[config.mk]
export PLATFORM = sky130hd
export DESIGN_NAME = modexp_seq_flat
export DESIGN_NICKNAME = d
export VERILOG_FILES = /design/src/rtl/modexp_seq_if.sv /design/src/rtl/modexp_seq.sv /design/src/flat_wrapper.sv
export SDC_FILE = /design/constraint.sdc
export NUM_CORES = 1
export LEC_CHECK = 0
export ABC_CLOCK_PERIOD_IN_PS = 103900
export CAP_MARGIN = 20
export CORE_AREA = 4 4 413 415
export CTS_CLUSTER_DIAMETER = 150
export DETAILED_ROUTE_END_ITERATION = 6
export DIE_AREA = 0 0 417 419
export PLACE_DENSITY = 0.43
export SLEW_MARGIN = 0
export SYNTH_ARGS = -nofsm -noshare
export SYNTH_HDL_FRONTEND = slang
export SYNTH_SLANG_ARGS = --single-unit
[constraint.sdc]
create_clock -name clk -period 103.9 [get_ports clk]
set_input_delay 15.585 -clock clk [delete_from_list [all_inputs] [get_ports clk]]
set_output_delay 15.585 -clock clk [all_outputs]
set_load 0.03 [all_outputs]
[src/rtl/modexp_seq_if.sv]
// Handshake bundle between the modular-exponentiation ladder sequencer, its host and the
// squaring/multiplying Montgomery cores. The master drives requests and core done pulses.
interface modexp_seq_if #(
    parameter int EXP_W = 1024,
    parameter int LEN_W = 11
);
    logic             start;
    logic [EXP_W-1:0] exp;
    logic [LEN_W-1:0] exp_len;
    logic             sq_done;
    logic             mul_done;
    logic             mont_start;
    logic [1:0]       op_sel;
    logic             bit_val;
    logic             a_en;
    logic             a_init;
    logic             xt_en;
    logic             busy;
    logic             done;
    logic             err;
    logic [LEN_W-1:0] bit_idx;

    modport master (
        output start, exp, exp_len, sq_done, mul_done,
        input  mont_start, op_sel, bit_val, a_en, a_init, xt_en, busy, done, err, bit_idx
    );

    modport slave (
        input  start, exp, exp_len, sq_done, mul_done,
        output mont_start, op_sel, bit_val, a_en, a_init, xt_en, busy, done, err, bit_idx
    );
endinterface

[src/rtl/modexp_seq.sv]
// Montgomery-ladder exponentiation sequencer: walks the exponent MSB-first and steers the cores.
// Define MODEXP_WATCHDOG_EN to abort any core wait lasting WD_CYCLES cycles with an err pulse.
module modexp_seq #(
    parameter int EXP_W     = 1024,
    parameter int LEN_W     = 11,
    parameter int WD_CYCLES = 20000
) (
    input  logic        clk,
    input  logic        resetn,
    modexp_seq_if.slave bus
);
    localparam int             IDX_W   = (EXP_W > 1) ? $clog2(EXP_W) : 1;
    localparam logic [LEN_W:0] MAX_LEN = (LEN_W + 1)'(EXP_W);

    typedef enum logic [3:0] {
        IDLE, INIT, INIT_WAIT, ISSUE, WAIT, UPD, FIN_ISSUE, FIN_WAIT, DONE
    } state_t;

    state_t           r_state;
    state_t           w_next;
    logic [EXP_W-1:0] r_exp;
    logic [LEN_W-1:0] r_bit_idx;
    logic             r_sq_flag;
    logic             r_mul_flag;
    logic             r_mont_start;
    logic             r_err;

    logic             w_len_ok;
    logic             w_accept;
    logic             w_reject;
    logic             w_in_wait;
    logic             w_in_loop;
    logic             w_sq_seen;
    logic             w_mul_seen;
    logic             w_timeout;
    logic [1:0]       w_op_sel;
    logic [IDX_W-1:0] w_idx;

    assign w_len_ok   = (bus.exp_len != '0) && ({1'b0, bus.exp_len} <= MAX_LEN);
    assign w_accept   = (r_state == IDLE) && bus.start && w_len_ok;
    assign w_reject   = (r_state == IDLE) && bus.start && !w_len_ok;
    assign w_in_wait  = (r_state == INIT_WAIT) || (r_state == WAIT) || (r_state == FIN_WAIT);
    assign w_in_loop  = (r_state == ISSUE) || (r_state == WAIT) || (r_state == UPD);
    assign w_sq_seen  = r_sq_flag  || bus.sq_done;
    assign w_mul_seen = r_mul_flag || bus.mul_done;
    assign w_idx      = r_bit_idx[IDX_W-1:0];

`ifdef MODEXP_WATCHDOG_EN
    localparam int WD_W = $clog2(WD_CYCLES + 1);

    logic [WD_W-1:0] r_wd_cnt;

    // Every wait state is entered from a non-wait state, so clearing outside waits restarts the count.
    assign w_timeout = w_in_wait && (r_wd_cnt == WD_W'(WD_CYCLES - 1));

    always_ff @(posedge clk) begin
        if (!resetn || !w_in_wait) begin
            r_wd_cnt <= '0;
        end else begin
            r_wd_cnt <= r_wd_cnt + WD_W'(1);
        end
    end
`else
    // Waits are unbounded in this build; the term below is constant 0 for any sane WD_CYCLES.
    assign w_timeout = (WD_CYCLES < 0);
`endif

    always_comb begin
        // NOTE: default first so every path assigns w_next and no latch is inferred.
        w_next = r_state;
        case (r_state)
            IDLE:      if (w_accept) w_next = INIT;
            INIT:      w_next = INIT_WAIT;
            INIT_WAIT: if (bus.mul_done) w_next = ISSUE;
            ISSUE:     w_next = WAIT;
            WAIT:      if (w_sq_seen && w_mul_seen) w_next = UPD;
            UPD:       w_next = (r_bit_idx == '0) ? FIN_ISSUE : ISSUE;
            FIN_ISSUE: w_next = FIN_WAIT;
            FIN_WAIT:  if (bus.mul_done) w_next = DONE;
            DONE:      w_next = IDLE;
            default:   w_next = IDLE;
        endcase
        if (w_timeout) w_next = IDLE;
    end

    always_ff @(posedge clk) begin
        if (!resetn) begin
            r_state      <= IDLE;
            r_bit_idx    <= '0;
            r_sq_flag    <= 1'b0;
            r_mul_flag   <= 1'b0;
            r_mont_start <= 1'b0;
            r_err        <= 1'b0;
        end else begin
            // NOTE: non-blocking so every flop samples pre-edge values regardless of block order.
            r_state      <= w_next;
            r_mont_start <= (r_state == INIT) || (r_state == ISSUE) || (r_state == FIN_ISSUE);
            r_err        <= w_reject || w_timeout;

            if (w_timeout) begin
                r_bit_idx <= '0;
            end else if (w_accept) begin
                r_bit_idx <= bus.exp_len - LEN_W'(1);
            end else if ((r_state == UPD) && (r_bit_idx != '0)) begin
                r_bit_idx <= r_bit_idx - LEN_W'(1);
            end

            if (r_state == ISSUE) begin
                r_sq_flag  <= 1'b0;
                r_mul_flag <= 1'b0;
            end else if (r_state == WAIT) begin
                r_sq_flag  <= w_sq_seen;
                r_mul_flag <= w_mul_seen;
            end
        end
    end

    // NOTE: the exponent is only read after an accepted start has loaded it, so it carries no reset.
    always_ff @(posedge clk) begin
        if (w_accept) r_exp <= bus.exp;
    end

    always_comb begin
        w_op_sel = 2'd0;
        if (w_in_loop) begin
            w_op_sel = 2'd1;
        end else if ((r_state == FIN_ISSUE) || (r_state == FIN_WAIT)) begin
            w_op_sel = 2'd2;
        end
    end

    assign bus.mont_start = r_mont_start;
    assign bus.err        = r_err;
    assign bus.bit_idx    = r_bit_idx;
    assign bus.busy       = (r_state != IDLE);
    assign bus.done       = (r_state == DONE);
    assign bus.a_init     = (r_state == INIT);
    assign bus.op_sel     = w_op_sel;
    assign bus.bit_val    = w_in_loop && r_exp[w_idx];
    assign bus.a_en       = (r_state == INIT) || (r_state == UPD)
                          || ((r_state == FIN_WAIT) && bus.mul_done && !w_timeout);
    assign bus.xt_en      = (r_state == UPD)
                          || ((r_state == INIT_WAIT) && bus.mul_done && !w_timeout);
endmodule
[src/flat_wrapper.sv]
// flat-port wrapper written by rule: the top's interface ports become plain ports
module modexp_seq_flat 
#(
    parameter int EXP_W     = 1024,
    parameter int LEN_W     = 11,
    parameter int WD_CYCLES = 20000
)
  (clk, resetn, bus_start, bus_exp, bus_exp_len, bus_sq_done, bus_mul_done, bus_mont_start, bus_op_sel, bus_bit_val, bus_a_en, bus_a_init, bus_xt_en, bus_busy, bus_done, bus_err, bus_bit_idx);
  modexp_seq_if #(.EXP_W(EXP_W), .LEN_W(LEN_W)) bus_i ();
  input  logic clk;
  input  logic resetn;
  input wire logic [$bits(bus_i.start)-1:0] bus_start;
  input wire logic [$bits(bus_i.exp)-1:0] bus_exp;
  input wire logic [$bits(bus_i.exp_len)-1:0] bus_exp_len;
  input wire logic [$bits(bus_i.sq_done)-1:0] bus_sq_done;
  input wire logic [$bits(bus_i.mul_done)-1:0] bus_mul_done;
  output wire logic [$bits(bus_i.mont_start)-1:0] bus_mont_start;
  output wire logic [$bits(bus_i.op_sel)-1:0] bus_op_sel;
  output wire logic [$bits(bus_i.bit_val)-1:0] bus_bit_val;
  output wire logic [$bits(bus_i.a_en)-1:0] bus_a_en;
  output wire logic [$bits(bus_i.a_init)-1:0] bus_a_init;
  output wire logic [$bits(bus_i.xt_en)-1:0] bus_xt_en;
  output wire logic [$bits(bus_i.busy)-1:0] bus_busy;
  output wire logic [$bits(bus_i.done)-1:0] bus_done;
  output wire logic [$bits(bus_i.err)-1:0] bus_err;
  output wire logic [$bits(bus_i.bit_idx)-1:0] bus_bit_idx;
  assign bus_i.start = bus_start;
  assign bus_i.exp = bus_exp;
  assign bus_i.exp_len = bus_exp_len;
  assign bus_i.sq_done = bus_sq_done;
  assign bus_i.mul_done = bus_mul_done;
  assign bus_mont_start = bus_i.mont_start;
  assign bus_op_sel = bus_i.op_sel;
  assign bus_bit_val = bus_i.bit_val;
  assign bus_a_en = bus_i.a_en;
  assign bus_a_init = bus_i.a_init;
  assign bus_xt_en = bus_i.xt_en;
  assign bus_busy = bus_i.busy;
  assign bus_done = bus_i.done;
  assign bus_err = bus_i.err;
  assign bus_bit_idx = bus_i.bit_idx;
  modexp_seq #(.EXP_W(EXP_W), .LEN_W(LEN_W), .WD_CYCLES(WD_CYCLES)) u_core (.clk(clk), .resetn(resetn), .bus(bus_i));
endmodule
==> qor.txt, run 1 <==
Peak VDD IR - 0.0151 mV
Top layer reached by signal wires - met5
Area Growth Syn to Fin - 42.6%
Syn Nets - 2,996
Gr ovfl total - 0
Clock transition at path regs - 0.06 ns
Placed Cells - 5,145
Non-Filler Instances - 5,418
F_max - 30.3 MHz
Clk sinks - 1,043
DR vias - 24,431
CTS Hold Bufs - 0
Sequential share of the synthesized area - 76.4%
Hold_ws - 0.489 ns
Final Util - 34.9%
Crit-path max FO - 5
Asr flop ratio synth - 0%
Critical register-to-register path startpoint - u_core.r_state[0]
WL met1 - 65.1 mm
Aggregate routed wire length - 171 mm
Vias in the first global route - 26,779
DP HPWL - 130 mm
CP Data Arrival Time - 17.42 ns
Total GRT Usage - 19.1%
Final worst path period share - 31.8%
Hold Crit Class - register to register
Routability cong. - 0.859
Global-route wire length before repair - 226 mm
Ranking of synthesized cells by area - edfxtp_1, mux4_2, mux2i_1
Post-Syn Area - 40,800 um2
CP Launch Type - input port
H-tree levels - 4
Hold Crit Start - u_core.r_mul_flag
Status - finished clean
Clk buf depth - 3
Full die area - 175,000 um2
Number of synthesized flops with an enable pin - 1,024
Met2 routed WL - 91.1 mm
Critical Path Sink Type - output port
Slew margin rel. - 24.9%
Final setup violation count - 0
Fillers - 15,825
DR DRC count - 0
RSZ-0062 raised after global routing - false
Synth Flop Type - edfxtp_1
Power Density - 21.5 nW/um2
Post-layout min period - 33.01 ns
Initial antenna violation count - 79
TritonCTS clock tree - built
Yosys top cell area share - 75.4%
Initial core utilization - 24.5%
Num CTS Buffers - 130
Largest net degree at the start of global routing - 176
Worst-Skew Late Latency - 0.76 ns
Synth Instances - 1,955
Post-CTS Setup Bufs - 0
Layout cell share with drive strength beyond 1 - 15.1%
# Max-Cap Violations - 0
Initial DRC Count - 1,983
Die X - 417 um
Final Hold Vio Count - 0
CP Launch Point - bus_mul_done
Leakage - 18.4 nW
Distinct cells, synth - 70
Met3 WL - 10.4 mm
Yosys reg bits - 1,043
Setup TNS - 0 ns
CTS root buffer - clkbuf_16
Die Ht - 419 um
Resized cells post-CTS - 0
DR WL/cell - 31.5 um
Max Slew Vio Count - 0
Synth Area per Inst - 20.8 um2
DR vias/cell - 4.51
Port bufs - 1,060
Core area - 167,000 um2
Total Nets Final - 4,114
WS Path Type - input port to output port
DRT Pass-1 Iters - 5
Final Skew - 0.0279 ns
Slew @ Worst Pin - 1.13 ns
Cell taking the most area after synthesis - edfxtp_1
Num rows - 150
Post-DRT Antenna Nets - 0
CP Data Required Time - 88.32 ns
Yosys warns - 0
Ports - 1,061
power by group:
group          switching [mW]  total [mW]  internal (mW)
clock                   0.179       0.443          0.264
combinational           0.145       0.255          0.110
sequential             0.0211       0.550          0.529
total                   0.345        1.25          0.903
cells by family (layout without fill, tap and decap cells):
kind of cell / after synthesis / in the layout / synth area share (%)
XOR/XNOR: 15 / 15 / 0.341
AO/OA/AOI/OAI: 207 / 207 / 3.57
buffers and inverters: 122 / 1339 / 1.70
other: 0 / 42 / 0
multiplexers: 344 / 344 / 15.2
adder cells (fa/ha/maj): 1 / 1 / 0.0307
AND/OR/NAND/NOR: 223 / 223 / 2.76
flip-flops: 1043 / 1043 / 76.4
worst max-delay path, cell delays in order:
cell and delay [ns]:
clkdlybuf4s50_1 0.57, nor3b_1 0.29, a21oi_1 0.10, nor2_1 0.15
clkdlybuf4s50_1 0.73
sequential cells by signal (all words and copies together), names as in the netlist:
signal and cells:
u_core.r_sq_flag 1, u_core.bus.mont_start 1, u_core.r_exp 1024, u_core.bus.err 1, u_core.bus.bit_idx 11, u_core.r_state 4, u_core.r_mul_flag 1
Yosys cell counts, types with 3 or more instances:
| cell type | n |
|---|---|
| buf_2 | 22 |
| a221oi_1 | 5 |
| o21ai_0 | 26 |
| nand3_1 | 25 |
| mux2_2 | 19 |
| nor2b_1 | 11 |
| nor3_1 | 23 |
| a211oi_1 | 13 |
| or3_1 | 9 |
| mux4_2 | 219 |
| o211ai_1 | 4 |
| mux2i_1 | 106 |
| nor2_1 | 28 |
| nand3b_1 | 3 |
| xor2_1 | 5 |
| nand2b_1 | 8 |
| nand4_1 | 3 |
| and3_1 | 6 |
| clkbuf_1 | 49 |
| or4_1 | 4 |
| buf_6 | 21 |
| edfxtp_1 | 1024 |
| dfxtp_1 | 19 |
| xnor2_1 | 9 |
| nand2_1 | 76 |
| o221ai_1 | 39 |
| and2_1 | 3 |
| o22ai_1 | 30 |
| a21oi_1 | 45 |
| a311oi_1 | 4 |
| buf_4 | 10 |
| inv_1 | 7 |
| buf_1 | 10 |
| a31oi_1 | 7 |
| a22oi_1 | 7 |
| nor4_1 | 12 |
layout make-up:
| cell class | instances | area (um2) | area share, % |
|---|---|---|---|
| Sequential cell | 1043 | 31100 | 53.6 |
| Timing Repair Buffer | 1099 | 11000 | 18.9 |
| Multi-Input combinational cell | 790 | 8950 | 15.4 |
| Clock buffer | 162 | 3510 | 6.04 |
| Tap cell | 2204 | 2760 | 4.75 |
| Clock inverter | 69 | 628 | 1.08 |
| Antenna cell | 42 | 105 | 0.181 |
| Inverter | 9 | 45.0 | 0.0775 |
stage by stage:
step	cell area [um2]	power [mW]	setup WS, ns
2_1_floorplan	40800	0.772	54.48
3_3_place_gp	53900	0.818	70.82
3_5_place_dp	53900	0.823	70.92
4_1_cts	58000	1.27	70.91
5_1_grt	58100	1.30	70.86
6_report	58100	1.25	70.89
cell usage in the layout (no fill, tap or decap), types with 4 or more instances in the layout:
cell | netlist | final
or4_1 | 4 | 4
o22ai_1 | 30 | 30
nor2b_1 | 11 | 11
nor3_1 | 23 | 22
clkbuf_1 | 49 | 25
nand2_1 | 76 | 76
a31oi_1 | 7 | 7
diode_2 | 0 | 42
mux2i_1 | 106 | 106
a211oi_1 | 13 | 13
o21ai_0 | 26 | 26
nor2_1 | 28 | 26
buf_12 | 0 | 5
bufinv_16 | 0 | 10
dfxtp_1 | 19 | 12
or3_1 | 9 | 9
nor4_1 | 12 | 12
mux2_2 | 19 | 19
o211ai_1 | 4 | 4
xnor2_1 | 9 | 9
buf_4 | 10 | 34
mux4_2 | 219 | 219
and3_1 | 6 | 6
inv_1 | 7 | 5
o221ai_1 | 39 | 39
clkdlybuf4s50_1 | 0 | 1060
a22oi_1 | 7 | 7
xor2_1 | 5 | 5
clkinvlp_4 | 0 | 6
nand2b_1 | 8 | 7
a221oi_1 | 5 | 5
a311oi_1 | 4 | 4
edfxtp_1 | 1024 | 1024
dfxtp_4 | 0 | 4
clkinv_2 | 0 | 18
nand3_1 | 25 | 25
clkbuf_16 | 0 | 136
clkinv_1 | 1 | 29
a21oi_1 | 45 | 45
routing by layer:
metal,vias to the layer above,GRT usage [%]
met2,919,34.7
met4,20,5.71
met1,12713,21.8
met3,250,5.10
li1,10529,-
met5,-,0
final timing paths:
kind                                           to  slack (ns)  cells after the start
worst min register to register  u_core.r_mul_flag        0.49                      2
worst max register to register   u_core.r_exp[78]       97.58                      8
worst max-delay path                    bus_xt_en       70.89                      5
worst min-delay path            u_core.r_mul_flag        0.49                      2
No activity file was read; power rests on OpenSTA's default activity.
==> inputs of run 2 (changes only) <==
--- a/config.mk
+++ b/config.mk
@@ -5,13 +5,13 @@
 export SDC_FILE = /design/constraint.sdc
 export NUM_CORES = 1
 export LEC_CHECK = 0
-export ABC_CLOCK_PERIOD_IN_PS = 103900
+export ABC_CLOCK_PERIOD_IN_PS = 28900
 export CAP_MARGIN = 20
-export CORE_AREA = 4 4 413 415
+export CORE_AREA = 4 4 415 417
 export CTS_CLUSTER_DIAMETER = 150
 export DETAILED_ROUTE_END_ITERATION = 6
-export DIE_AREA = 0 0 417 419
-export PLACE_DENSITY = 0.43
+export DIE_AREA = 0 0 419 421
+export PLACE_DENSITY = 0.44
 export SLEW_MARGIN = 0
 export SYNTH_ARGS = -nofsm -noshare
 export SYNTH_HDL_FRONTEND = slang
==> constraint.sdc (replaced) <==
create_clock -name clk -period 28.9 [get_ports clk]
set_input_delay 4.335 -clock clk [delete_from_list [all_inputs] [get_ports clk]]
set_output_delay 4.335 -clock clk [all_outputs]
set_load 0.03 [all_outputs]
==> qor.txt, run 2 (synthesis results as in run 1) <==
Num CTS Buffers - 130
Die Ht - 421 um
Initial core utilization - 24.2%
Final Skew - 0.0293 ns
Cell mode on critical path - buf_4
Critical register-to-register path startpoint - u_core.r_state[0]
Num rows - 151
DR vias - 24,376
Crit path depth - 11
Global-route wire length before repair - 231 mm
Clk buf depth - 3
Routability cong. - 0.854
Critical Path Sink Type - output port
Post-DP Area - 53,900 um2
Final worst path period share - 39.5%
TritonCTS clock tree - built
Ports - 1,061
CP Launch Type - register
H-tree levels - 4
Worst-Skew Late Latency - 0.76 ns
CTS root buffer - clkbuf_16
Full die area - 176,000 um2
Leakage - 18.4 nW
Die X - 419 um
Slew @ Worst Pin - 1.13 ns
Final Util - 34.5%
Most common cell after layout, fill and taps aside - clkdlybuf4s50_1
DR DRC count - 0
DR WL/cell - 32.2 um
Resized cells post-CTS - 0
Initial antenna violation count - 99
Area Growth Syn to Fin - 42.6%
F_max - 87.5 MHz
Critical-path top delay cell - buf_4
DP HPWL - 134 mm
Initial DRC Count - 1,939
Largest stage delay, worst path - 0.83 ns
Peak VDD IR - 0.0501 mV
Most frequent cells in the layout - clkdlybuf4s50_1, edfxtp_1, mux4_2
Multi-input gate area in the final layout - 8960 um2
Vias in the first global route - 26,368
CP Data Required Time - 24.57 ns
Aggregate routed wire length - 175 mm
WS Path Type - register to output port
Gr ovfl total - 0
CP endpoint - bus_bit_val
Max Slew Vio Count - 0
CP Data Arrival Time - 7.09 ns
RSZ-0062 raised after global routing - false
Port bufs - 1,060
Post-CTS Setup Bufs - 0
Design Area, Final - 58,100 um2
Hold Crit Class - register to register
# Max-Cap Violations - 0
Slew margin rel. - 24.8%
Post-DRT Antenna Nets - 0
DR vias/cell - 4.48
Cells along the critical path - buf_4 -> buf_4 -> buf_4 -> mux2i_1 -> o221ai_1 -> a21oi_1 -> nor4b_1 -> or4_1 -> o2111a_1 -> o311a_1 -> clkdlybuf4s50_1
Core area - 169,000 um2
Reg-to-reg slack, setup - 22.41 ns
Flip-flop and latch area - 31,100 um2
Post-layout min period - 11.42 ns
DRT Pass-1 Iters - 7
Total Nets Final - 4,121
Largest net degree at the start of global routing - 163
Final Hold Vio Count - 0
Power Density - 77.3 nW/um2
Delay-heaviest family, CP - buffers and inverters
Critical path buffer and inverter count - 4
Total GRT Usage - 19.4%
CTS Hold Bufs - 0
Clock transition at path regs - 0.06 ns
Layout cell share with drive strength beyond 1 - 15.2%
Max FFs per register - 1,024
Fillers - 16,085
Final setup violation count - 0
Largest Register - u_core.r_exp
Reg2reg end - u_core.r_exp[487]
Setup TNS - 0 ns
CP Launch Point - u_core.bus.bit_idx[0]
Status - finished clean
R2R cell count - 8
Clk sinks - 1,043
Crit-path max FO - 46
run 2: final cells by class:
cell class / count / share of cell area, %
antenna: 47 / 0.202
clock buffer: 163 / 6.01
clock inverter: 62 / 1.03
inverter: 9 / 0.0753
multi-input combinational: 790 / 15.4
sequential: 1043 / 53.6
tap: 2218 / 4.77
timing repair buffer: 1106 / 18.9
run 2: routing by layer:
layer / share of wire [%] / track usage, % / routed length (um)
met4: 2.8 / 5.93 / 4830
met1: 37 / 22.0 / 65000
met5: 0.098 / 0 / 172
met3: 7.2 / 5.75 / 12600
met2: 53 / 34.8 / 92300
run 2: worst min-delay path by stage:
| stage | startpoint | end | cells after the start | slack (ns) |
|---|---|---|---|---|
| 2_1_floorplan | u_core.r_mul_flag | u_core.r_mul_flag | 2 | 0.43 |
| 3_3_place_gp | u_core.r_mul_flag | u_core.r_mul_flag | 2 | 0.47 |
| 3_5_place_dp | u_core.r_sq_flag | u_core.r_sq_flag | 2 | 0.47 |
| 4_1_cts | u_core.r_sq_flag | u_core.r_sq_flag | 2 | 0.48 |
| 5_1_grt | u_core.r_sq_flag | u_core.r_sq_flag | 2 | 0.53 |
| 6_report | u_core.r_sq_flag | u_core.r_sq_flag | 2 | 0.49 |
run 2: metrics by stage:
step | setup slack (ns) | std cells | power, mW | hold WS [ns]
5_1_grt | 16.93 | 5413 | 4.69 | 0.527
2_1_floorplan | 7.82 | 1955 | 2.62 | 0.432
4_1_cts | 17.18 | 5391 | 4.58 | 0.481
6_report | 17.48 | 5438 | 4.49 | 0.489
3_5_place_dp | 17.80 | 5166 | 2.97 | 0.469
3_3_place_gp | 17.87 | 5166 | 2.97 | 0.473
run 2: report_power, final:
part           internal [mW]  total, mW  switching, mW
Combinational          0.396      0.924          0.528
Sequential              1.90       1.98         0.0825
Clock                  0.929       1.58          0.653
run 2: tightest hold or removal path, delay by kind of cell, from the launching register on:
kind	cells	cell delay (ns)
compound gates	1	0.05
flops	1	0.34
simple gates	1	0.07
==> inputs of run 3 (changes only) <==
--- a/config.mk
+++ b/config.mk
@@ -5,13 +5,13 @@
 export SDC_FILE = /design/constraint.sdc
 export NUM_CORES = 1
 export LEC_CHECK = 0
-export ABC_CLOCK_PERIOD_IN_PS = 28900
+export ABC_CLOCK_PERIOD_IN_PS = 11200
 export CAP_MARGIN = 20
-export CORE_AREA = 4 4 415 417
+export CORE_AREA = 4 4 417 419
 export CTS_CLUSTER_DIAMETER = 150
 export DETAILED_ROUTE_END_ITERATION = 6
-export DIE_AREA = 0 0 419 421
-export PLACE_DENSITY = 0.44
+export DIE_AREA = 0 0 421 423
+export PLACE_DENSITY = 0.42
 export SLEW_MARGIN = 0
 export SYNTH_ARGS = -nofsm -noshare
 export SYNTH_HDL_FRONTEND = slang
==> constraint.sdc (replaced) <==
create_clock -name clk -period 11.2 [get_ports clk]
set_input_delay 1.68 -clock clk [delete_from_list [all_inputs] [get_ports clk]]
set_output_delay 1.68 -clock clk [all_outputs]
set_load 0.03 [all_outputs]
==> qor.txt, run 3 (synthesis results as in run 1) <==
Most common cell after layout, fill and taps aside - clkdlybuf4s50_1
Smallest setup slack after layout - 3.41 ns
Slew margin rel. - 34.8%
Grt met2 use - 34.5%
Setup WS pre-CTS - 3.92 ns
Max Slew Vio Count - 0
Hold Crit Class - register to register
Initial antenna violation count - 105
Final setup violation count - 0
Port bufs - 1,060
Peak VDD IR - 0.142 mV
Cells along the critical path - buf_4 -> or2_2 -> buf_4 -> o221ai_1 -> o221ai_1 -> a21oi_1 -> or4b_1 -> or4_1 -> o2111a_1 -> o311a_1 -> clkdlybuf4s50_1
DR vias/cell - 4.49
# Max-Cap Violations - 0
Vias in the first global route - 26,745
Met1 GRT Util - 21.6%
Clock transition at path regs - 0.06 ns
Final Skew - 0.0301 ns
Final worst path period share - 69.5%
Largest net degree at the start of global routing - 174
DRT Pass-1 Iters - 5
Crit-path max FO - 42
Met3 usage in global routing - 5.18%
Tot Pwr - 11.4 mW
Post-layout min period - 7.79 ns
Most frequent cells in the layout - clkdlybuf4s50_1, edfxtp_1, mux4_2
DP HPWL - 134 mm
Leakage - 18.3 nW
Global-route wire length before repair - 232 mm
Num CTS Buffers - 119
WS Path Type - register to output port
Clk sinks - 1,043
CP Data Arrival Time - 6.11 ns
Worst-Skew Late Latency - 0.75 ns
Total GRT Usage - 19.1%
Post-CTS Setup Bufs - 0
Max FFs per register - 1,024
DR DRC count - 0
CP Launch Type - register
Ports - 1,061
DR vias - 24,453
Slew @ Worst Pin - 0.977 ns
Largest stage delay, worst path - 0.86 ns
Core area - 171,000 um2
Setup TNS - 0 ns
Status - finished clean
Post-DRT Antenna Nets - 0
CTS Hold Bufs - 0
Die X - 421 um
Num rows - 152
Area Growth Syn to Fin - 42.1%
Power Density - 196 nW/um2
Full die area - 178,000 um2
Largest Register - u_core.r_exp
DR WL/cell - 32.0 um
Top Usage Layer GRT - met2
TritonCTS clock tree - built
Total Nets Final - 4,103
Delay-heaviest family, CP - simple AND/OR/NAND/NOR gates
CP Data Required Time - 9.52 ns
Aggregate routed wire length - 175 mm
Initial DRC Count - 1,688
Initial core utilization - 23.9%
Gr ovfl total - 0
CTS root buffer - clkbuf_16
Critical Path Sink Type - output port
Clk buf depth - 3
Final Hold Vio Count - 0
Die Ht - 423 um
Routability cong. - 0.894
Critical path buffer and inverter count - 3
RSZ-0062 raised after global routing - false
H-tree levels - 3
Critical-path top delay cell - dfxtp_4
Layout cell share with drive strength beyond 1 - 15.0%
F_max - 128 MHz
Resized cells post-CTS - 0
## run 3: changes by cell type in the layout (fill, tap and decap cells not counted), moves of 3 or more
cell and change:
clkinvlp_4 +6, clkbuf_16 -13, clkbuf_1 -4, clkinv_2 +7
buf_16 +3, buf_4 -13, diode_2 +11
## run 3: layout make-up
| type | count | area (um2) |
|---|---|---|
| fill | 16223 | 113000 |
| sequential | 1043 | 31100 |
| timing repair buffer | 1099 | 11000 |
| multi-input combinational | 790 | 8950 |
| clock buffer | 145 | 3140 |
| tap | 2233 | 2790 |
| clock inverter | 75 | 676 |
| antenna | 58 | 145 |
| inverter | 9 | 47.5 |
## run 3: metal layers
metal	routed length [um]	part of all wire, %
met1	65200	37
met2	93000	53
met3	11400	6.5
met4	4750	2.7
met5	238	0.14
## run 3: where the power goes
part	internal (mW)	switching, mW	total (mW)
clock network	2.22	1.64	3.86
registers	4.90	0.207	5.11
logic	1.03	1.38	2.41
## run 3: worst paths after layout
check                                      startpoint                    end  slack [ns]  cells past startpoint
worst max register to register  u_core.bus.bit_idx[1]  u_core.bus.bit_idx[6]        6.69                     10
worst min-delay path                u_core.r_mul_flag      u_core.r_mul_flag        0.50                      2
worst min register to register      u_core.r_mul_flag      u_core.r_mul_flag        0.50                      2
worst max-delay path            u_core.bus.bit_idx[1]            bus_bit_val        3.41                     11
## run 3: metrics by stage
step	area [um2]	std cells	hold slack, ns	utilization (%)
2_1_floorplan	40800	1955	0.432	-
3_3_place_gp	53900	5168	0.447	31.6
3_5_place_dp	53900	5171	0.485	31.6
4_1_cts	57700	5391	0.499	33.8
5_1_grt	57900	5431	0.523	33.9
6_report	57900	5452	0.502	34.0
## run 3: tightest hold or removal path: stages (launching register included)
cell,delay (ns)
dfxtp_1,0.35
a31oi_1,0.05
nor2_1,0.07
